[config.mk]
export PLATFORM = sky130hd
export DESIGN_NAME = spike_cmd_rx
export DESIGN_NICKNAME = d
export VERILOG_FILES = /design/src/rtl/spike_cmd_rx.sv
export SDC_FILE = /design/constraint.sdc
export NUM_CORES = 1
export LEC_CHECK = 0
export BUFFER_PORTS_ARGS = -buffer_cell sky130_fd_sc_hd__clkbuf_2
export CORE_MARGIN = 1
export CORE_UTILIZATION = 30
export DETAILED_ROUTE_END_ITERATION = 8
export PLACE_DENSITY = 0.44
export SYNTH_ARGS = -nofsm -noshare
export SYNTH_HDL_FRONTEND = slang
export SYNTH_SLANG_ARGS = --single-unit
[constraint.sdc]
create_clock -name aclk -period 4.54 [get_ports aclk]
set_input_delay 0.681 -clock aclk [delete_from_list [all_inputs] [get_ports aclk]]
set_output_delay 0.681 -clock aclk [all_outputs]
set_load 0.1 [all_outputs]
[src/rtl/spike_cmd_rx.sv]
// AXI-Stream command receiver: buffers host words in a small FIFO and decodes them into
// force-spike, time-step and select stimulus for the spiking network.
module spike_cmd_rx #(
  parameter int TDATA_W    = 16,
  parameter int BLOCK_W    = 2,
  parameter int N          = 16,
  parameter int FIFO_DEPTH = 4,
  localparam int NEURON_W  = $clog2(N)
) (
  input  logic                aclk,
  input  logic                aresetn,
  input  logic [TDATA_W-1:0]  s_tdata,
  input  logic                s_tvalid,
  output logic                s_tready,
  input  logic                s_tlast,
  output logic                select,
  output logic [BLOCK_W-1:0]  force_spike_block_select,
  output logic [NEURON_W-1:0] force_spike_neuron_select,
  output logic                force_spike_en,
  output logic                time_step,
  output logic                busy,
  output logic [7:0]          err_cnt
);

  localparam int AW = $clog2(FIFO_DEPTH);
  localparam int PW = AW + 1;

  typedef enum logic [1:0] {IDLE, EXEC, WAIT} state_t;

  logic [TDATA_W-1:0]  mem [FIFO_DEPTH];
  logic [PW-1:0]       wr_ptr_q, wr_ptr_d, rd_ptr_q, rd_ptr_d;
  state_t              state_q, state_d;
  logic [7:0]          cnt_q, cnt_d;
  logic                tready_q, tready_d;
  logic                select_q, select_d;
  logic                en_q, en_d;
  logic                ts_q, ts_d;
  logic [BLOCK_W-1:0]  blk_q, blk_d;
  logic [NEURON_W-1:0] nrn_q, nrn_d;
  logic [7:0]          err_q, err_d;

  logic                push, pop, empty, force_ok;
  logic [TDATA_W-1:0]  head;
  logic [1:0]          op;
  logic [5:0]          hi_bits;
  logic                unused_ok;

  assign empty   = (wr_ptr_q == rd_ptr_q);
  assign push    = s_tvalid & tready_q;
  assign head    = mem[rd_ptr_q[AW-1:0]];
  assign op      = head[15:14];
  assign hi_bits = head[13:8];
  // Neuron range is checked on the whole low byte so out-of-range indices cannot alias.
  assign force_ok = ({24'd0, head[7:0]} < 32'(N)) && ((hi_bits >> BLOCK_W) == '0);
  assign unused_ok = s_tlast;

  always_comb begin
    state_d  = state_q;
    cnt_d    = cnt_q;
    select_d = select_q;
    blk_d    = blk_q;
    nrn_d    = nrn_q;
    err_d    = err_q;
    en_d     = 1'b0;
    ts_d     = 1'b0;
    pop      = 1'b0;
    case (state_q)
      IDLE: begin
        if (!empty) begin
          pop = 1'b1;
          case (op)
            2'b01: begin
              if (force_ok) begin
                en_d  = 1'b1;
                blk_d = head[8 +: BLOCK_W];
                nrn_d = head[NEURON_W-1:0];
              end else if (err_q != 8'hFF) begin
                err_d = err_q + 8'd1;
              end
            end
            2'b10: begin
              ts_d  = 1'b1;
              cnt_d = head[7:0];
              if (head[7:0] != 8'd0) state_d = WAIT;
            end
            2'b11:   select_d = head[0];
            default: ;
          endcase
        end
      end
      EXEC: state_d = IDLE;
      WAIT: begin
        // Leaving when the count reads 1 yields exactly hold stall cycles.
        cnt_d = cnt_q - 8'd1;
        if (cnt_q == 8'd1) state_d = IDLE;
      end
      default: state_d = IDLE;
    endcase
    wr_ptr_d = wr_ptr_q + PW'(push);
    rd_ptr_d = rd_ptr_q + PW'(pop);
    tready_d = ((wr_ptr_d ^ rd_ptr_d) != {1'b1, {AW{1'b0}}});
  end

  always_ff @(posedge aclk or negedge aresetn) begin
    if (!aresetn) begin
      state_q  <= IDLE;
      cnt_q    <= '0;
      wr_ptr_q <= '0;
      rd_ptr_q <= '0;
      tready_q <= 1'b0;
      select_q <= 1'b0;
      en_q     <= 1'b0;
      ts_q     <= 1'b0;
      blk_q    <= '0;
      nrn_q    <= '0;
      err_q    <= '0;
    end else begin
      state_q  <= state_d;
      cnt_q    <= cnt_d;
      wr_ptr_q <= wr_ptr_d;
      rd_ptr_q <= rd_ptr_d;
      tready_q <= tready_d;
      select_q <= select_d;
      en_q     <= en_d;
      ts_q     <= ts_d;
      blk_q    <= blk_d;
      nrn_q    <= nrn_d;
      err_q    <= err_d;
    end
  end

  always_ff @(posedge aclk) begin
    if (push) mem[wr_ptr_q[AW-1:0]] <= s_tdata;
  end

  assign s_tready                  = tready_q;
  assign select                    = select_q;
  assign force_spike_block_select  = blk_q;
  assign force_spike_neuron_select = nrn_q;
  assign force_spike_en            = en_q;
  assign time_step                 = ts_q;
  assign busy                      = (state_q != IDLE) || !empty;
  assign err_cnt                   = err_q;

endmodule

* Word-level counts from Yosys, hierarchy flattened *
Memory sizes are Yosys's and may differ from the RTL's.
Cells that the tools add are included.

cells by class
  $add $sub $neg = 4
  $lt $le $gt $ge = 1
  equality and inequality tests = 12
  muxes and demuxes = 19
  bitwise gates (word level) = 4
  reductions and logical operators = 13

operators with widths
  operator               count
  $mux W8                2
  $pmux W8 S2            1
  $mux W1                11
  $add A8 B1 Y8 const B  1
  $eq A8 B1 Y1 const B   1
  $lt A8 B5 Y1 const B   1
  $mux W2                4
  $ne A8 B8 Y1 const B   1
  $reduce_and A4 Y1      2
  $reduce_bool A8 Y1     1
  $sub A8 B1 Y8 const B  1
  $add A3 B1 Y3          2
  $eq A2 B2 Y1 const B   3
  $logic_not A6 Y1       1
  $ne A2 B2 Y1 const B   3
  $reduce_and A3 Y1      2
  $reduce_and A5 Y1      1
  $pmux W2 S2            1
  $reduce_bool A2 Y1     2
  $eq A3 B3 Y1           1
  $ne A3 B3 Y1 const B   1
  $xor A3 B3 Y3          1
  $eq A2 B1 Y1 const B   1
  $logic_not A2 Y1       1
  6 further kinds        7

word-level totals
  flip-flop bits (word level) = 34
  memory bits (writable) = 64
  bits of input ports = 20
  output and inout bits = 19
  word-level logic and storage cells = 65
  memories = 1

memory list
  memory  depth  bits a word  rd ports  clocked after memory_dff  wr ports  RTL line  text
  mem     4      16           1         0                         1         30        logic [TDATA_W-1:0] mem [FIFO_DEPTH];

* Logic depth before layout (Yosys ltp) *
Gate-level depths: netlist of the first run.
An unclocked memory read counts as a cell.

  depth in word-level cells = 7
  gate-level depth with buffers = 9
  gate-level depth less buffers = 7

* Worst setup path before layout of the first run *
OpenSTA, ideal clock, no wires.

  path type = register -> register
  from = register tready_q, in the netlist s_tready
  to = memory mem[2][0], enable pin
  library setup time = 0.413 ns
  data arrival time = 2.438 ns
  required time = 4.127 ns
  path slack = 1.689 ns
  cell stages (with the launch flop) = 3
  buffers on the path = 0
  period minus slack after synthesis = 2.851 ns
  cells stage by stage = dfrtp_1 > nand2_1 > nor3b_1

on the way
  longest elaborated chain between the ends = 3

RTL lines
  element                        RTL line  text
  start: declaration             34        logic tready_q, tready_d;
  start signal: assignment       122       tready_q <= tready_d;
  $and A1 B1 Y1                  49        assign push = s_tvalid & tready_q;
  $mux W1                        133       if (push) mem[wr_ptr_q[AW-1:0]] <= s_tdata;
  $mux W1 (not written as such)  133
  end: declaration               30

Every way passes these cells.

* Worst setup path in the final report of the first run *
  from = register rd_ptr_q[0]
  to = register nrn_q[2], in the netlist force_spike_neuron_select[2]

on the way
  longest elaborated chain between the ends = 4
  elaborated cells between the ends (all ways) = 8
  classes of those cells = order compare (1); eq/ne (2); bitwise (1); reduce/logical (3); memory (1)

RTL lines
  element                                                  RTL line  text
  start: declaration                                       31        logic [PW-1:0] wr_ptr_q, wr_ptr_d, rd_ptr_q, rd_ptr_d;
  start signal: assignment                                 121       rd_ptr_q <= rd_ptr_d;
  $mem_v2 Z4 W16                                           n/a
  $lt A8 B5 Y1 / $logic_not A6 Y1 (equally long branches)  54        assign force_ok = ({24'd0, head[7:0]} < 32'(N)) && ((hi_bits >> BLOCK_W) == '0);
  $logic_and A1 B1 Y1                                      54
  $reduce_and A4 Y1 (no line)                              n/a
  end signal: assignment                                   127       nrn_q <= nrn_d;
  end: declaration                                         39        logic [NEURON_W-1:0] nrn_q, nrn_d;

Several ways; a longest one is shown, not always the timed one.
A chain may end at the register's enable or synchronous reset.

==> results.toml, run 1 <==
[run_status]
status = "completed"

[worst_setup_path]
worstRegToRegCells = 5
end_kind = "flop"
critPathMaxStageDelay_ns = 0.73
critical_path_class = "reg2reg"
crit_path_max_fanout = 10
slowest_stage = "dfrtp_1"
critical_path_required_ns = 4.77
critical_path.cell_chain = "mux4_2 > or4_1 > nand2b_4 > or3_1 > mux2_4"
crit_buf_inv = 0
start_kind = "flop"
worst_r2r_startpoint = "rd_ptr_q[0]"
cp_top_family = "simple AND/OR/NAND/NOR gates"
r2r_end = "force_spike_neuron_select[2]"
reg2reg_slack_ns = 1.42
critical_path_arrival_ns = 3.35

[clock_network]
clock_sinks = 97
cts-resized-gates = 0
clockRootBuffer = "clkbuf_16"
holdBufCountCts = 0
cts_made_buffers = 9
cts_tree = "done"
clock_latency_ns = 0.34
post_cts_buffers = 0
htreeDepth = 3
clk_pin_slew_ns = 0.07
clock_path_buffers = 2

[route]
drc = 0
initialDrtViolationCount = 90
drt-met1-wl_um = 3399
dr.max_layer_used = "met4"
ant_nets = 0
wl_per_cell_um = 16.25
num_vias = 2002
drt_wl_total_um = 7214
via_per_inst = 4.509
met2_wirelength_um = 3407
dr_wl_met3_um = 282
first_pass_iters = 4

[final_layout]
area_growth_pct = 18.96
n_antenna_cell = 0
layout-drive-gt1-share = 0.2904
layoutNonFillerInstCount = 444
final_nets = 294
fin_util = 0.3659
fill_cells = 1206
design_area_mm2 = 0.004617

[yosys]
synthFlopType = "edfxtp_1"
syn_nets = 251
yosys_register_bits = 97
yosysSeqAreaShare = 0.7079
synth_edf_count = 64
synth_area_leaders = "edfxtp_1, dfrtp_1, mux4_2"
yosysTopAreaCell = "edfxtp_1"
synth_area_mm2 = 0.003881
avgSynthCellArea_um2 = 17.33
synth_cell_types = 35
synth_cells = 224
yosysMostFrequentCell = "edfxtp_1"
synthTopCellsByCount = "edfxtp_1, dfrtp_1, mux4_2, xnor2_1, nand2_1"
yosysTopAreaCellShare = 0.4952
async_flop_share = 0.3402
ys_warn_count = 0

[timing]
setup_viol = 0
fin_tns_setup_ns = 0
skew_ns = 0.006296
worst_pin_slew_ns = 0.9645
fmax_mhz = 320.5
period_minus_slack_ns = 3.120
max_slew_margin = 0.3570
timing.final.ws_setup_ns = 1.420
hold_viol = 0
maxSlewViolCount = 0
min_period_over_period = 0.6872
hold_slack_ns = 0.4459
rsz0062_at_grt = "false"

[power_and_ir_drop]
peakVddDrop_mv = 0.2348
power_density_mw_per_mm2 = 691.6
total_leakage_power_nw = 1.790
total_power_mw = 3.193

[die]
rows = 41
die_area_mm2 = 0.01340
die_w_um = 115.7
ios = 39
start_util = 0.3076
core-area_mm2 = 0.01262
die_height_um = 115.7

[grt]
overflow = 0
grt_max_degree = 34
first_global_vias = 2073
grt_pass1_wl_um = 11380
grtUsageTotal = 0.1204
antenna_found_initial = 0

[worst_hold_path]
min_path_type = "in2async"

[flow_run]
maxCapViolCount = 0

[placement]
pre_cts_ws_ns = 1.343
dp_cells = 428
placed_cell_area_mm2 = 0.004275
hpwl_um = 4777
portBuffers = 37
gp_congestion = 0.7020
[final cells by class]
type                       instances  area [um^2]  area share
sequential                        97         2748      0.5951
multi-input combinational        113         1090      0.2360
clock buffer                       9        225.2     0.04878
tap                              172        215.2     0.04661
timing repair buffer              38        192.7     0.04173
clock inverter                     7        116.4     0.02520
inverter                           8        30.03    0.006504
[report_power, final]
group | internal (mW) | leakage, nW | total [mW] | switching (mW)
Clock | 0.538 | 0.167 | 0.859 | 0.321
Combinational | 0.360 | 0.619 | 0.982 | 0.622
Sequential | 1.17 | 1.00 | 1.35 | 0.186
[kinds of logic after synthesis]
| family | synth area share |
|---|---|
| DFF | 0.7079 |
| xor gates and xnor gates | 0.03836 |
| AOI/OAI and AO/OA | 0.02192 |
| and+or+nand+nor | 0.08478 |
| muxes | 0.1044 |
| buffers and inverters | 0.01999 |
| adders and majority gates | 0.02257 |
[state kept, by name (all words and copies together), names as in the netlist]
signal	flops
cnt_q	8
err_cnt	8
force_spike_block_select	2
force_spike_en	1
force_spike_neuron_select	4
mem	64
rd_ptr_q	3
s_tready	1
select	1
state_q	1
time_step	1
wr_ptr_q	3
[cells in the final DEF (no fill, tap or decap), types with 3 or more instances in the layout]
cell type   n
nand3_1     9
and4_1      3
edfxtp_1   64
mux4_2     13
dfrtp_1    33
mux2_4      6
nand2_1    12
nand4_1     3
inv_1       8
nor2_1      3
xnor2_1    13
o211ai_1    4
and3_1      5
xor2_1      4
clkbuf_2   37
bufinv_16   3
ha_1        7
clkbuf_16   9
nor4_1      5
[how the worst max path moves through the flow]
stage	depth (start not counted)	from	slack [ns]	to
6_report	5	rd_ptr_q[0]	1.42	force_spike_neuron_select[2]
5_1_grt	6	rd_ptr_q[0]	1.16	err_cnt[1]
4_1_cts	5	rd_ptr_q[0]	1.33	force_spike_block_select[0]
3_5_place_dp	5	rd_ptr_q[0]	1.34	force_spike_neuron_select[2]
3_3_place_gp	5	rd_ptr_q[0]	1.37	force_spike_block_select[1]
2_1_floorplan	2	s_tready	1.69	mem[2][0]
[per-layer routing]
layer	vias to the layer above	GRT usage
met5	-	0
met4	0	0.05128
met3	10	0.03870
met2	44	0.1876
met1	1000	0.1549
li1	948	-
(Power assumes the default switching activity.)
==> inputs of run 2 (changes only) <==
- clock period: 4.54 -> 3 ns (I/O delays scaled with it)
==> results.toml, run 2 (synthesis gave the netlist of run 1 again) <==
[timing]
skew_ns = 0.007112
fin_tns_setup_ns = 0
hold_viol = 0
worst_pin_slew_ns = 0.8870
period_minus_slack_ns = 2.777
maxSlewViolCount = 0
fmax_mhz = 360.1
timing.final.ws_setup_ns = 0.2227
min_period_over_period = 0.9258
rsz0062_at_grt = "false"
max_slew_margin = 0.4087
setup_viol = 0

[clock_network]
clk_pin_slew_ns = 0.07
holdBufCountCts = 0
clockRootBuffer = "clkbuf_16"
clock_path_buffers = 2
post_cts_buffers = 0
clock_sinks = 97
cts_tree = "done"
clock_latency_ns = 0.34
cts_made_buffers = 9
htreeDepth = 3

[run_status]
status = "completed"

[route]
drc = 0
via_per_inst = 4.494
num_vias = 2036
ant_nets = 0
drt_wl_total_um = 7263
first_pass_iters = 4
initialDrtViolationCount = 132
wl_per_cell_um = 16.03

[worst_setup_path]
cp_num_cells = 5
cp_top_family = "simple AND/OR/NAND/NOR gates"
critical_path_required_ns = 3.23
critical_path_arrival_ns = 3.01
crit_start = "rd_ptr_q[0]"
crit_path_max_fanout = 8
critical_path_class = "reg2reg"
start_kind = "flop"
worstRegToRegCells = 5
worst_r2r_startpoint = "rd_ptr_q[0]"
end_kind = "flop"
worstSetupEndpoint = "force_spike_block_select[1]"
r2r_end = "force_spike_block_select[1]"
critical_path.cell_chain = "mux4_2 > or4_1 > nand2b_4 > or3_1 > mux2_4"
reg2reg_slack_ns = 0.22
slowest_stage = "or4_1"
crit_buf_inv = 0
critPathMaxStageDelay_ns = 0.56

[die]
ios = 39
die_w_um = 115.7
die_area_mm2 = 0.01340
die_height_um = 115.7
start_util = 0.3076
core-area_mm2 = 0.01262
rows = 41

[placement]
pre_cts_ws_ns = 0.1249
hpwl_um = 4875
portBuffers = 37
gp_congestion = 0.7244

[final_layout]
n_antenna_cell = 0
layout_common_cells = "edfxtp_1, clkbuf_2, dfrtp_1"
final_common_cell = "edfxtp_1"
layout-drive-gt1-share = 0.3167
largest_reg_flops = 64
final_nets = 303
area_growth_pct = 18.63

[grt]
grt_max_degree = 34
first_global_vias = 2135
grt_pass1_wl_um = 11890
antenna_found_initial = 0
overflow = 0
grtUsageTotal = 0.1238

[worst_hold_path]
min_path_type = "in2async"

[power_and_ir_drop]
peakVddDrop_mv = 0.4625
total_power_mw = 4.636
power_density_mw_per_mm2 = 1007
total_leakage_power_nw = 1.793

[flow_run]
maxCapViolCount = 0
-- run 2: cell count changes in the layout (fill, tap and decap cells not counted), sizes merged --
cell / change
inv: +1
buf: +9
bufinv: -3
clkinvlp: +1
clkinv: +1
-- run 2: power breakdown --
group	internal, mW	leakage (nW)	total [mW]	switching (mW)
sequential	1.76	1.00	1.98	0.219
clock	0.569	0.135	1.07	0.501
combinational	0.586	0.655	1.58	0.996
total	2.92	1.79	4.64	1.72
-- run 2: cell type report --
class	count	area (um^2)
multi-input cells	113	1071
clock inverters	7	53.80
flip-flops and latches	97	2749
inverters	8	30.03
repair buffers	47	260.3
fillers	1243	8015
well taps	172	215.2
clock buffers	9	225.2
-- run 2: routing by layer --
metal	global-route usage	part of all wire	wire, um	vias to the layer above
li1	-	-	-	965
met1	0.1580	0.47	3406	1027
met2	0.1956	0.47	3387	39
met3	0.04864	0.053	387	5
met4	0.03590	0.011	82	0
met5	0	0	0	-
-- run 2: timing repair --
action | CTS | global route
resized for setup | 0 | 1
endpoints found under the hold margin | 0 | 0
setup endpoints to repair | 0 | 6
-- run 2: through the flow --
step / std cells / util / cell area [um^2] / hold WS (ns)
floorplan: 224 / - / 3881 / 0.1544
CTS: 453 / 0.3648 / 4603 / 0.2475
global placement: 437 / 0.3427 / 4324 / 0.4903
finish: 453 / 0.3649 / 4604 / 0.2179
detailed placement: 437 / 0.3427 / 4324 / 0.4862
global route: 453 / 0.3649 / 4604 / 0.2894
-- run 2: worst min-delay path by stage --
stage,startpoint,to,slack [ns],cells past startpoint
floorplan,aresetn,cnt_q[0],0.15,0
global placement,err_cnt[7],err_cnt[7],0.49,1
detailed placement,err_cnt[5],err_cnt[5],0.49,1
CTS,aresetn,wr_ptr_q[1],0.25,1
global route,aresetn,wr_ptr_q[1],0.29,1
finish,aresetn,wr_ptr_q[1],0.22,1
